==> src/rtl/dibu_loader_pkg.sv <==
// Shared definitions for the dibu program loader: state encoding, default
// frame start marker and the bytes-per-instruction helper.
package dibu_loader_pkg;

   typedef enum logic [2:0] {
      S_IDLE  = 3'd0,
      S_LEN   = 3'd1,
      S_DATA  = 3'd2,
      S_WRITE = 3'd3,
      S_CHK   = 3'd4,
      S_RUN   = 3'd5,
      S_ERR   = 3'd6
   } state_t;

   localparam logic [7:0] START_BYTE_DEF = 8'hA5;

   // BYTES_PER_WORD for a given instruction width
   function automatic int bytes_per_word(input int instr_w);
      return instr_w / 8;
   endfunction

endpackage

==> src/rtl/dibu_loader_if.sv <==
// Byte-stream handshake between the I/O byte source (master) and the loader (slave).
interface dibu_loader_if;
   logic [7:0] rx_data;
   logic       rx_valid;
   logic       rx_ready;

   modport master (output rx_data, output rx_valid, input rx_ready);
   modport slave  (input rx_data, input rx_valid, output rx_ready);
endinterface

==> src/rtl/dibu_loader_word_packer.sv <==
// Shifts incoming bytes MSB-first into an instruction word and flags the
// byte that completes the word.
module loader_word_packer
   import dibu_loader_pkg::*;
#(
   parameter int INSTR_W = 16
) (
   input  logic               clk,
   input  logic               rst,
   input  logic               clr,
   input  logic               shift_en,
   input  logic [7:0]         byte_in,
   output logic [INSTR_W-1:0] word_next,
   output logic               last_byte
);
   localparam int BYTES_PER_WORD = bytes_per_word(INSTR_W);
   localparam int CNT_W = (BYTES_PER_WORD > 1) ? $clog2(BYTES_PER_WORD) : 1;

   logic [CNT_W-1:0]   cnt;
   logic [INSTR_W-1:0] word;

   // word_next already contains the byte being accepted this cycle
   assign word_next = (word << 8) | INSTR_W'(byte_in);
   assign last_byte = (cnt == CNT_W'(BYTES_PER_WORD - 1));

   always_ff @(posedge clk or negedge rst) begin
      if (!rst) begin
         cnt  <= '0;
         word <= '0;
      end else if (clr) begin
         cnt  <= '0;
         word <= '0;
      end else if (shift_en) begin
         word <= word_next;
         cnt  <= last_byte ? '0 : cnt + CNT_W'(1);
      end
   end
endmodule

==> src/rtl/dibu_loader.sv <==
// Program loader / run controller for the dibu datapath.
// Define DIBU_LOADER_CHECKSUM_EN to expect a trailing XOR checksum byte per frame.
//
// state | meaning
// IDLE  | discard bytes until the start marker
// LEN   | next byte is the word count N
// DATA  | collecting bytes of one instruction word
// WRITE | one-cycle code memory write strobe
// CHK   | next byte is compared with the XOR of the data bytes
// RUN   | program loaded, datapath running
// ERR   | checksum mismatch, datapath held
module dibu_loader
   import dibu_loader_pkg::*;
#(
   parameter int         INSTR_W    = 16,
   parameter int         ADDR_W     = 8,
   parameter logic [7:0] START_BYTE = START_BYTE_DEF
) (
   input  logic               clk,
   input  logic               rst,
   dibu_loader_if.slave       rx,
   output logic               code_w_en,
   output logic [ADDR_W-1:0]  code_addr,
   output logic [INSTR_W-1:0] code_data,
   output logic               run,
   output logic               dp_hold,
   output logic               busy,
   output logic               err
);
`ifdef DIBU_LOADER_CHECKSUM_EN
   localparam state_t END_STATE = S_CHK;
`else
   localparam state_t END_STATE = S_RUN;
`endif

   state_t             state;
   logic [7:0]         n_words;
   logic [7:0]         wcnt;
   logic               acc;
   logic               is_start;
   logic [INSTR_W-1:0] word_next;
   logic               last_byte;

   assign acc      = rx.rx_valid & rx.rx_ready;
   assign is_start = (rx.rx_data == START_BYTE);

   assign rx.rx_ready = (state != S_WRITE);
   assign busy        = (state == S_LEN) || (state == S_DATA) ||
                        (state == S_WRITE) || (state == S_CHK);
   assign run         = (state == S_RUN);
   assign dp_hold     = (state != S_RUN);

   loader_word_packer #(.INSTR_W(INSTR_W)) u_packer (
      .clk       (clk),
      .rst       (rst),
      .clr       (state == S_LEN && acc),
      .shift_en  (state == S_DATA && acc),
      .byte_in   (rx.rx_data),
      .word_next (word_next),
      .last_byte (last_byte)
   );

`ifdef DIBU_LOADER_CHECKSUM_EN
   logic [7:0] csum;

   always_ff @(posedge clk or negedge rst) begin
      if (!rst)
         csum <= '0;
      else if (state == S_LEN && acc)
         csum <= '0;
      else if (state == S_DATA && acc)
         csum <= csum ^ rx.rx_data;
   end

   assign err = (state == S_ERR);
`else
   assign err = 1'b0;
`endif

   always_ff @(posedge clk or negedge rst) begin
      if (!rst) begin
         state     <= S_IDLE;
         code_w_en <= 1'b0;
         code_addr <= '0;
         code_data <= '0;
         n_words   <= '0;
         wcnt      <= '0;
      end else begin
         code_w_en <= 1'b0;
         case (state)
            S_IDLE:
               if (acc && is_start) state <= S_LEN;
            S_LEN:
               if (acc) begin
                  n_words   <= rx.rx_data;
                  wcnt      <= '0;
                  code_addr <= '0;
                  state     <= (rx.rx_data == 8'd0) ? END_STATE : S_DATA;
               end
            S_DATA:
               if (acc && last_byte) begin
                  state     <= S_WRITE;
                  code_w_en <= 1'b1;
                  code_data <= word_next;
               end
            S_WRITE: begin
               code_addr <= code_addr + ADDR_W'(1);
               wcnt      <= wcnt + 8'd1;
               state     <= ((wcnt + 8'd1) == n_words) ? END_STATE : S_DATA;
            end
`ifdef DIBU_LOADER_CHECKSUM_EN
            S_CHK:
               if (acc) state <= (rx.rx_data == csum) ? S_RUN : S_ERR;
            S_RUN, S_ERR:
               if (acc && is_start) state <= S_LEN;
`else
            S_RUN:
               if (acc && is_start) state <= S_LEN;
`endif
            default:
               state <= S_IDLE;
         endcase
      end
   end
endmodule

==> src/flat_wrapper.sv <==
// flat-port wrapper written by rule: the top's interface ports become plain ports
module dibu_loader_flat import dibu_loader_pkg::*;
#(
   parameter int         INSTR_W    = 16,
   parameter int         ADDR_W     = 8,
   parameter logic [7:0] START_BYTE = START_BYTE_DEF
)
  (clk, rst, code_w_en, code_addr, code_data, run, dp_hold, busy, err, rx_rx_data, rx_rx_valid, rx_rx_ready);
  dibu_loader_if rx_i ();
  input  logic clk;
  input  logic rst;
  output logic code_w_en;
  output logic [ADDR_W-1:0] code_addr;
  output logic [INSTR_W-1:0] code_data;
  output logic run;
  output logic dp_hold;
  output logic busy;
  output logic err;
  input wire logic [$bits(rx_i.rx_data)-1:0] rx_rx_data;
  input wire logic [$bits(rx_i.rx_valid)-1:0] rx_rx_valid;
  output wire logic [$bits(rx_i.rx_ready)-1:0] rx_rx_ready;
  assign rx_i.rx_data = rx_rx_data;
  assign rx_i.rx_valid = rx_rx_valid;
  assign rx_rx_ready = rx_i.rx_ready;
  dibu_loader #(.INSTR_W(INSTR_W), .ADDR_W(ADDR_W), .START_BYTE(START_BYTE)) u_core (.clk(clk), .rst(rst), .rx(rx_i), .code_w_en(code_w_en), .code_addr(code_addr), .code_data(code_data), .run(run), .dp_hold(dp_hold), .busy(busy), .err(err));
endmodule
==> config.mk <==
export PLATFORM = sky130hd
export DESIGN_NAME = dibu_loader_flat
export DESIGN_NICKNAME = d
export VERILOG_FILES = /design/src/rtl/dibu_loader_pkg.sv /design/src/rtl/dibu_loader_if.sv /design/src/rtl/dibu_loader_word_packer.sv /design/src/rtl/dibu_loader.sv /design/src/flat_wrapper.sv
export SDC_FILE = /design/constraint.sdc
export NUM_CORES = 1
export LEC_CHECK = 0
export BUFFER_PORTS_ARGS = -buffer_cell sky130_fd_sc_hd__buf_2
export CAP_MARGIN = 20
export CORE_UTILIZATION = 35
export CTS_CLUSTER_SIZE = 20
export DETAILED_ROUTE_END_ITERATION = 6
export PLACE_DENSITY = 0.51
export SYNTH_ARGS = -nofsm -noshare
export SYNTH_HDL_FRONTEND = slang
export SYNTH_SLANG_ARGS = --single-unit
==> constraint.sdc <==
create_clock -name clk -period 4.09 [get_ports clk]
set_clock_uncertainty 0.15 [all_clocks]
set_input_delay 0.818 -clock clk [delete_from_list [all_inputs] [get_ports clk]]
set_output_delay 0.818 -clock clk [all_outputs]
set_load 0.01 [all_outputs]
==> results of run 1 <==
[registers in the layout, summed over array words and instances (netlist names)]
name and flops:
u_core.u_packer.last_byte 1, u_core.code_addr 8, u_core.wcnt 8, u_core.state 3
u_core.code_data 16, u_core.code_w_en 1, u_core.u_packer.word 8, u_core.n_words 8
[power groups by stage]
stage | Combinational [mW] | Sequential, mW | Clock, mW
finish | 0.798 | 0.965 | 0.308
global route | 0.916 | 1.01 | 0.343
CTS | 0.814 | 0.966 | 0.320
detailed placement | 0.811 | 0.976 | 0
global placement | 0.803 | 0.970 | 0
floorplan | 0.590 | 0.939 | 0
[worst max-delay path by stage]
stage / start / to / slack [ns] / cells after the start
5_1_grt: u_core.state[0] / rx_rx_ready / 1.06 / 3
4_1_cts: u_core.state[0] / rx_rx_ready / 1.21 / 3
3_5_place_dp: rx_rx_valid / u_core.code_addr[3] / 1.43 / 7
6_report: u_core.state[0] / rx_rx_ready / 1.24 / 3
2_1_floorplan: rx_rx_data[1] / u_core.state[0] / 1.88 / 6
3_3_place_gp: rx_rx_valid / u_core.code_addr[4] / 1.42 / 7
[tightest hold or removal path, cell delays in order (launching register included)]
cell and delay (ns):
dfrtp_1 0.35, nand2_1 0.05, nand2_1 0.06
[logic make-up (layout without fill, tap and decap cells)]
family | Yosys count | after routing | synth area share (%)
xor gates and xnor gates | 14 | 14 | 4.67
buffers and inverters | 22 | 56 | 4.10
DFF | 53 | 53 | 50.5
muxes | 11 | 11 | 4.58
and+or+nand+nor | 125 | 125 | 21.7
adders and majority gates | 2 | 2 | 0.953
other | 1 | 1 | 0.143
AOI/OAI and AO/OA | 56 | 56 | 13.3
[placed cells by master, fill, tap and decap left out, types with 6 or more instances in the layout]
| master | n |
|---|---|
| a22o_1 | 10 |
| buf_2 | 39 |
| dfrtp_1 | 53 |
| mux2_2 | 8 |
| nand2_1 | 84 |
| nand3_1 | 8 |
| nor2_1 | 11 |
| o21ai_0 | 30 |
| xnor2_1 | 8 |
| xor2_1 | 6 |
[routing by layer]
| metal | routed length [um] | share of wire [%] |
|---|---|---|
| met4 | 46 | 0.79 |
| met2 | 2690 | 46 |
| met5 | 0 | 0 |
| met3 | 206 | 3.5 |
| met1 | 2880 | 49 |
[final cells by class]
cell class              instances  area, sq um  area share, %
well taps                      99          124           4.17
multi-input cells             209         1190           40.1
clock buffers                   5         68.8           2.32
inverters                       6         22.5          0.758
clock inverters                 3         21.3          0.716
repair buffers                 42          218           7.33
flip-flops and latches         53         1330           44.6
==> metrics.cfg, run 1 <==
[hold_path]
hp-start = u_core.code_data[12]
hold-path-cell-count = 2
min_delay_worst_endpoint = u_core.code_data[12]
hp-class = flop to flop

[synth]
synth_nets = 297
ys_types = 44
synth_top_area_share_pct = 50.5
synth.most_common_cell = nand2_1
synth-seq-cells = 53
synth-edff-count = 0
synth_common_cells = nand2_1 (84), dfrtp_1 (53), o21ai_0 (30)
synth_ff_type = dfrtp_1
async_flop_share_pct = 100
syn_area_per_cell_sq_um = 9.24
postSynthCellCount = 284
yosysSeqAreaShare_pct = 50.5
ys_warn_count = 0
synth_top_cells_by_area = dfrtp_1 (51%), nand2_1 (12%), o21ai_0 (5.7%)
synth.largest_area_cell = dfrtp_1
synth_area_sq_um = 2630

[power]
powerDensity_nw_per_um2 = 697
pwr-share-comb_pct = 38.5
power_mw = 2.07
clkPwrFrac_pct = 14.9
power_switching_mw = 0.838
p_sw_share_pct = 40.5
ir_drop_uv = 241
p_int_mw = 1.23
leakage_nw = 1.38
pwr-share-seq_pct = 46.6

[detailed_routing]
drt-initial-drc-count = 85
ant_nets = 0
vias = 2054
drc_errors = 0
drt-pass1-iter-count = 4
wl_per_cell_um = 14.0
wl_mm = 5.82
vias_per_cell = 4.93

[placement]
placed_cell_area_sq_um = 2880
post-dp-hpwl_mm = 4.08
placed_cells = 409
pre_cts_slack_ns = 1.43
portBuffers = 39
place.gp.congestion = 0.723

[setup_path]
crit_path_start_kind = flop
r2r-start = u_core.wcnt[0]
critPathCaptureType = output port
path_cells = nor3b_2, inv_2, buf_2
path_delay_family = flip-flops
crit_required_ns = 3.12
r2r_end = u_core.state[2]
critPathMaxStageDelay_ns = 0.88
worstPathArrival_ns = 1.88
r2r_slack_ns = 1.60
criticalPathCategory = flop to output port
worst-path-max-fanout = 28
crit_slowest_cell = dfrtp_1
rr_worst_depth = 7
path_buf_inv = 2

[timing]
worst_pin_slew_ns = 0.808
timing.final.crit_share_pct = 69.6
tns_ns = 0
maxSlewViolCount = 0
setup_violations = 0
rsz0062_at_grt = no
holdWs_ns = 0.330
hold_viol = 0
fmax_ghz = 0.351
postLayoutSetupSlackWorst_ns = 1.24
final.min_clock_period_ns = 2.85
relSlewSlack_pct = 46.2

[cts]
clk_latency_ns = 0.31
cts_tree = done
root_buffer = clkbuf_8
post_cts_buffers = 0
path_clk_slew_ns = 0.10
clockBufferDepth = 2
cts_made_buffers = 5
clock_sinks = 53
ctsResizeCount = 0
cts_hold_buf = 0
h-tree-depth = 2

[floorplan]
io_pins = 41
die_h_um = 88.6
dieArea_sq_um = 7850
fp.coreArea_sq_um = 7250
start_util_pct = 36.2
dieWidth_um = 88.6
rows = 31

[global_route]
grt_usage_pct = 16.5
grt_start_max_net_pins = 34
grt.overflow.total = 0
grt_pass1_vias = 1926
grtUsageMet3_pct = 2.99
grt_busiest_layer = met2
antenna_found_initial = 0
use_met1_pct = 23.7
met2_usage_pct = 25.9
grt_pass1_wl_mm = 9.89

[cells_and_area]
final_nets = 330
layout-drive-gt1-share_pct = 20.4
fillers = 750
synthToLayoutAreaGrowth_pct = 13.2
design_area_sq_um = 2970
instances_no_fill = 417
n_antenna_cell = 0
post-route-util_pct = 41.0

[flow_run]
maxCapViolCount = 0

[status]
status = completed

Note: power is estimated with default switching activity, not from simulation.
==> inputs of run 2 (changes only) <==
==> constraint.sdc (replaced) <==
create_clock -name clk -period 2.85 [get_ports clk]
set_clock_uncertainty 0.15 [all_clocks]
set_input_delay 0.57 -clock clk [delete_from_list [all_inputs] [get_ports clk]]
set_output_delay 0.57 -clock clk [all_outputs]
set_load 0.01 [all_outputs]
==> run 2 against run 1 <==
Critical path depth grew 4. Highest routed layer unchanged. Sequential share of layout area shrank 0.76 points. Wire length grew 3.2%. Largest cell class unchanged.
==> metrics.cfg, run 2 (synthesis gave the netlist of run 1 again) <==
[detailed_routing]
drt-initial-drc-count = 109  ; +28%
drc_errors = 0  ; unchanged
wl_per_cell_um = 14.3  ; +2.2%
ant_nets = 0  ; unchanged
vias_per_cell = 4.97  ; +0.98%
wl_mm = 6.01  ; +3.2%
drt-pass1-iter-count = 4  ; unchanged
vias = 2094  ; +1.9%

[cells_and_area]
final_cell_mix = nand2_1 (84), dfrtp_1 (53), buf_2 (39)
final_nets = 335  ; +1.5%
post-route-util_pct = 41.7  ; +0.71 points
n_antenna_cell = 0  ; unchanged
largest_register = u_core.code_data
layout-drive-gt1-share_pct = 21.4  ; +0.99 points
synthToLayoutAreaGrowth_pct = 15.2
largest_reg_flops = 16  ; unchanged
final_common_cell = nand2_1

[global_route]
grt_usage_pct = 16.7  ; +0.23 points
grt.overflow.total = 0  ; unchanged
antenna_found_initial = 0  ; unchanged
grt_pass1_vias = 1955  ; +1.5%
grt_start_max_net_pins = 31  ; -8.8%
grt_pass1_wl_mm = 9.95  ; +0.56%

[setup_path]
critPathCaptureType = flop
worstPathArrival_ns = 2.43  ; +0.55 ns
crit_path_start_kind = flop
criticalPathCategory = flop to flop
r2r-start = u_core.wcnt[0]
r2r_slack_ns = 0.47  ; -1.13 ns
worst-path-max-fanout = 7  ; -75%
r2r_end = u_core.state[1]
crit_required_ns = 2.90  ; -0.22 ns
rr_worst_depth = 7  ; unchanged

[cts]
post_cts_buffers = 0  ; unchanged
path_clk_slew_ns = 0.10  ; about the same
cts_made_buffers = 5  ; unchanged
ctsResizeCount = 0  ; unchanged
clk_latency_ns = 0.30  ; about the same
clock_sinks = 53  ; unchanged
h-tree-depth = 2  ; unchanged
clockBufferDepth = 2  ; unchanged
cts_hold_buf = 0  ; unchanged
cts_tree = done
root_buffer = clkbuf_8

[timing]
rsz0062_at_grt = no
worst_pin_slew_ns = 0.719  ; -0.0886 ns
holdWs_ns = 0.157  ; -0.173 ns
final.min_clock_period_ns = 2.38
tns_ns = 0  ; unchanged
fmax_ghz = 0.420
maxSlewViolCount = 0  ; unchanged
relSlewSlack_pct = 52.1  ; +5.9 points
hold_viol = 0  ; unchanged
setup_violations = 0  ; unchanged
timing.final.crit_share_pct = 83.6

[placement]
post-dp-hpwl_mm = 4.22  ; +3.5%
portBuffers = 39  ; unchanged
place.gp.congestion = 0.784  ; +8.4%

[floorplan]
die_h_um = 88.6  ; unchanged
dieWidth_um = 88.6  ; unchanged
start_util_pct = 36.2  ; unchanged
dieArea_sq_um = 7850  ; unchanged
rows = 31  ; unchanged
fp.coreArea_sq_um = 7250  ; unchanged
io_pins = 41  ; unchanged

[status]
status = completed

[power]
power_mw = 3.08  ; +49%
ir_drop_uv = 434  ; +80%
powerDensity_nw_per_um2 = 1020  ; +46%
leakage_nw = 1.41  ; +2.3%

[flow_run]
maxCapViolCount = 0  ; unchanged

[hold_path]
hp-class = primary input to asynchronous set/reset pin

-- run 2: cell count changes in the layout (fill, tap and decap cells not counted) --
cell and delta:
buf_4 +5, bufinv_16 +1, clkinvlp_4 -1, inv_6 -1
-- run 2: through the flow --
step / cells / instance area [sq um] / setup slack (ns)
2_1_floorplan: 284 / 2630 / 0.744
3_3_place_gp: 414 / 2920 / 0.589
3_5_place_dp: 414 / 2920 / 0.483
4_1_cts: 421 / 3020 / 0.478
5_1_grt: 421 / 3020 / 0.322
6_report: 421 / 3020 / 0.468
-- run 2: worst max path at each step --
stage,startpoint,to,slack [ns],depth (start not counted)
after floorplan,u_core.wcnt[0],u_core.state[1],0.74,8
after global placement,u_core.wcnt[0],u_core.state[1],0.59,7
after detailed placement,u_core.wcnt[0],u_core.state[1],0.48,7
after CTS,u_core.wcnt[0],u_core.state[1],0.48,7
after global routing,u_core.wcnt[0],u_core.state[1],0.32,7
final,u_core.wcnt[0],u_core.state[1],0.47,7
-- run 2: final cells by class --
class | count | area [sq um]
Timing Repair Buffer | 47 | 255
Fill cell | 768 | 4230
Clock buffer | 5 | 68.8
Clock inverter | 2 | 35.0
Tap cell | 99 | 124
Inverter | 6 | 22.5
Sequential cell | 53 | 1330
Multi-Input combinational cell | 209 | 1190
-- run 2: worst max-delay path: stages, from the launching register on --
cell and delay, ns:
dfrtp_1 0.48, ha_1 0.35, nand3_1 0.19, nor2_1 0.24
xnor2_1 0.15, a31oi_1 0.10, a2111o_1 0.42, o21a_1 0.20
-- run 2: layer usage --
metal | part of all wire, % | GRT usage [%]
met5 | 0 | 0
met4 | 0.45 | 3.81
met3 | 2.8 | 2.89
met2 | 48 | 27.8
met1 | 48 | 22.9
-- run 2: power breakdown --
part,switching (mW),internal (mW),leakage (nW)
logic,0.669,0.566,0.692
registers,0.281,1.06,0.667
clock network,0.251,0.256,0.0540
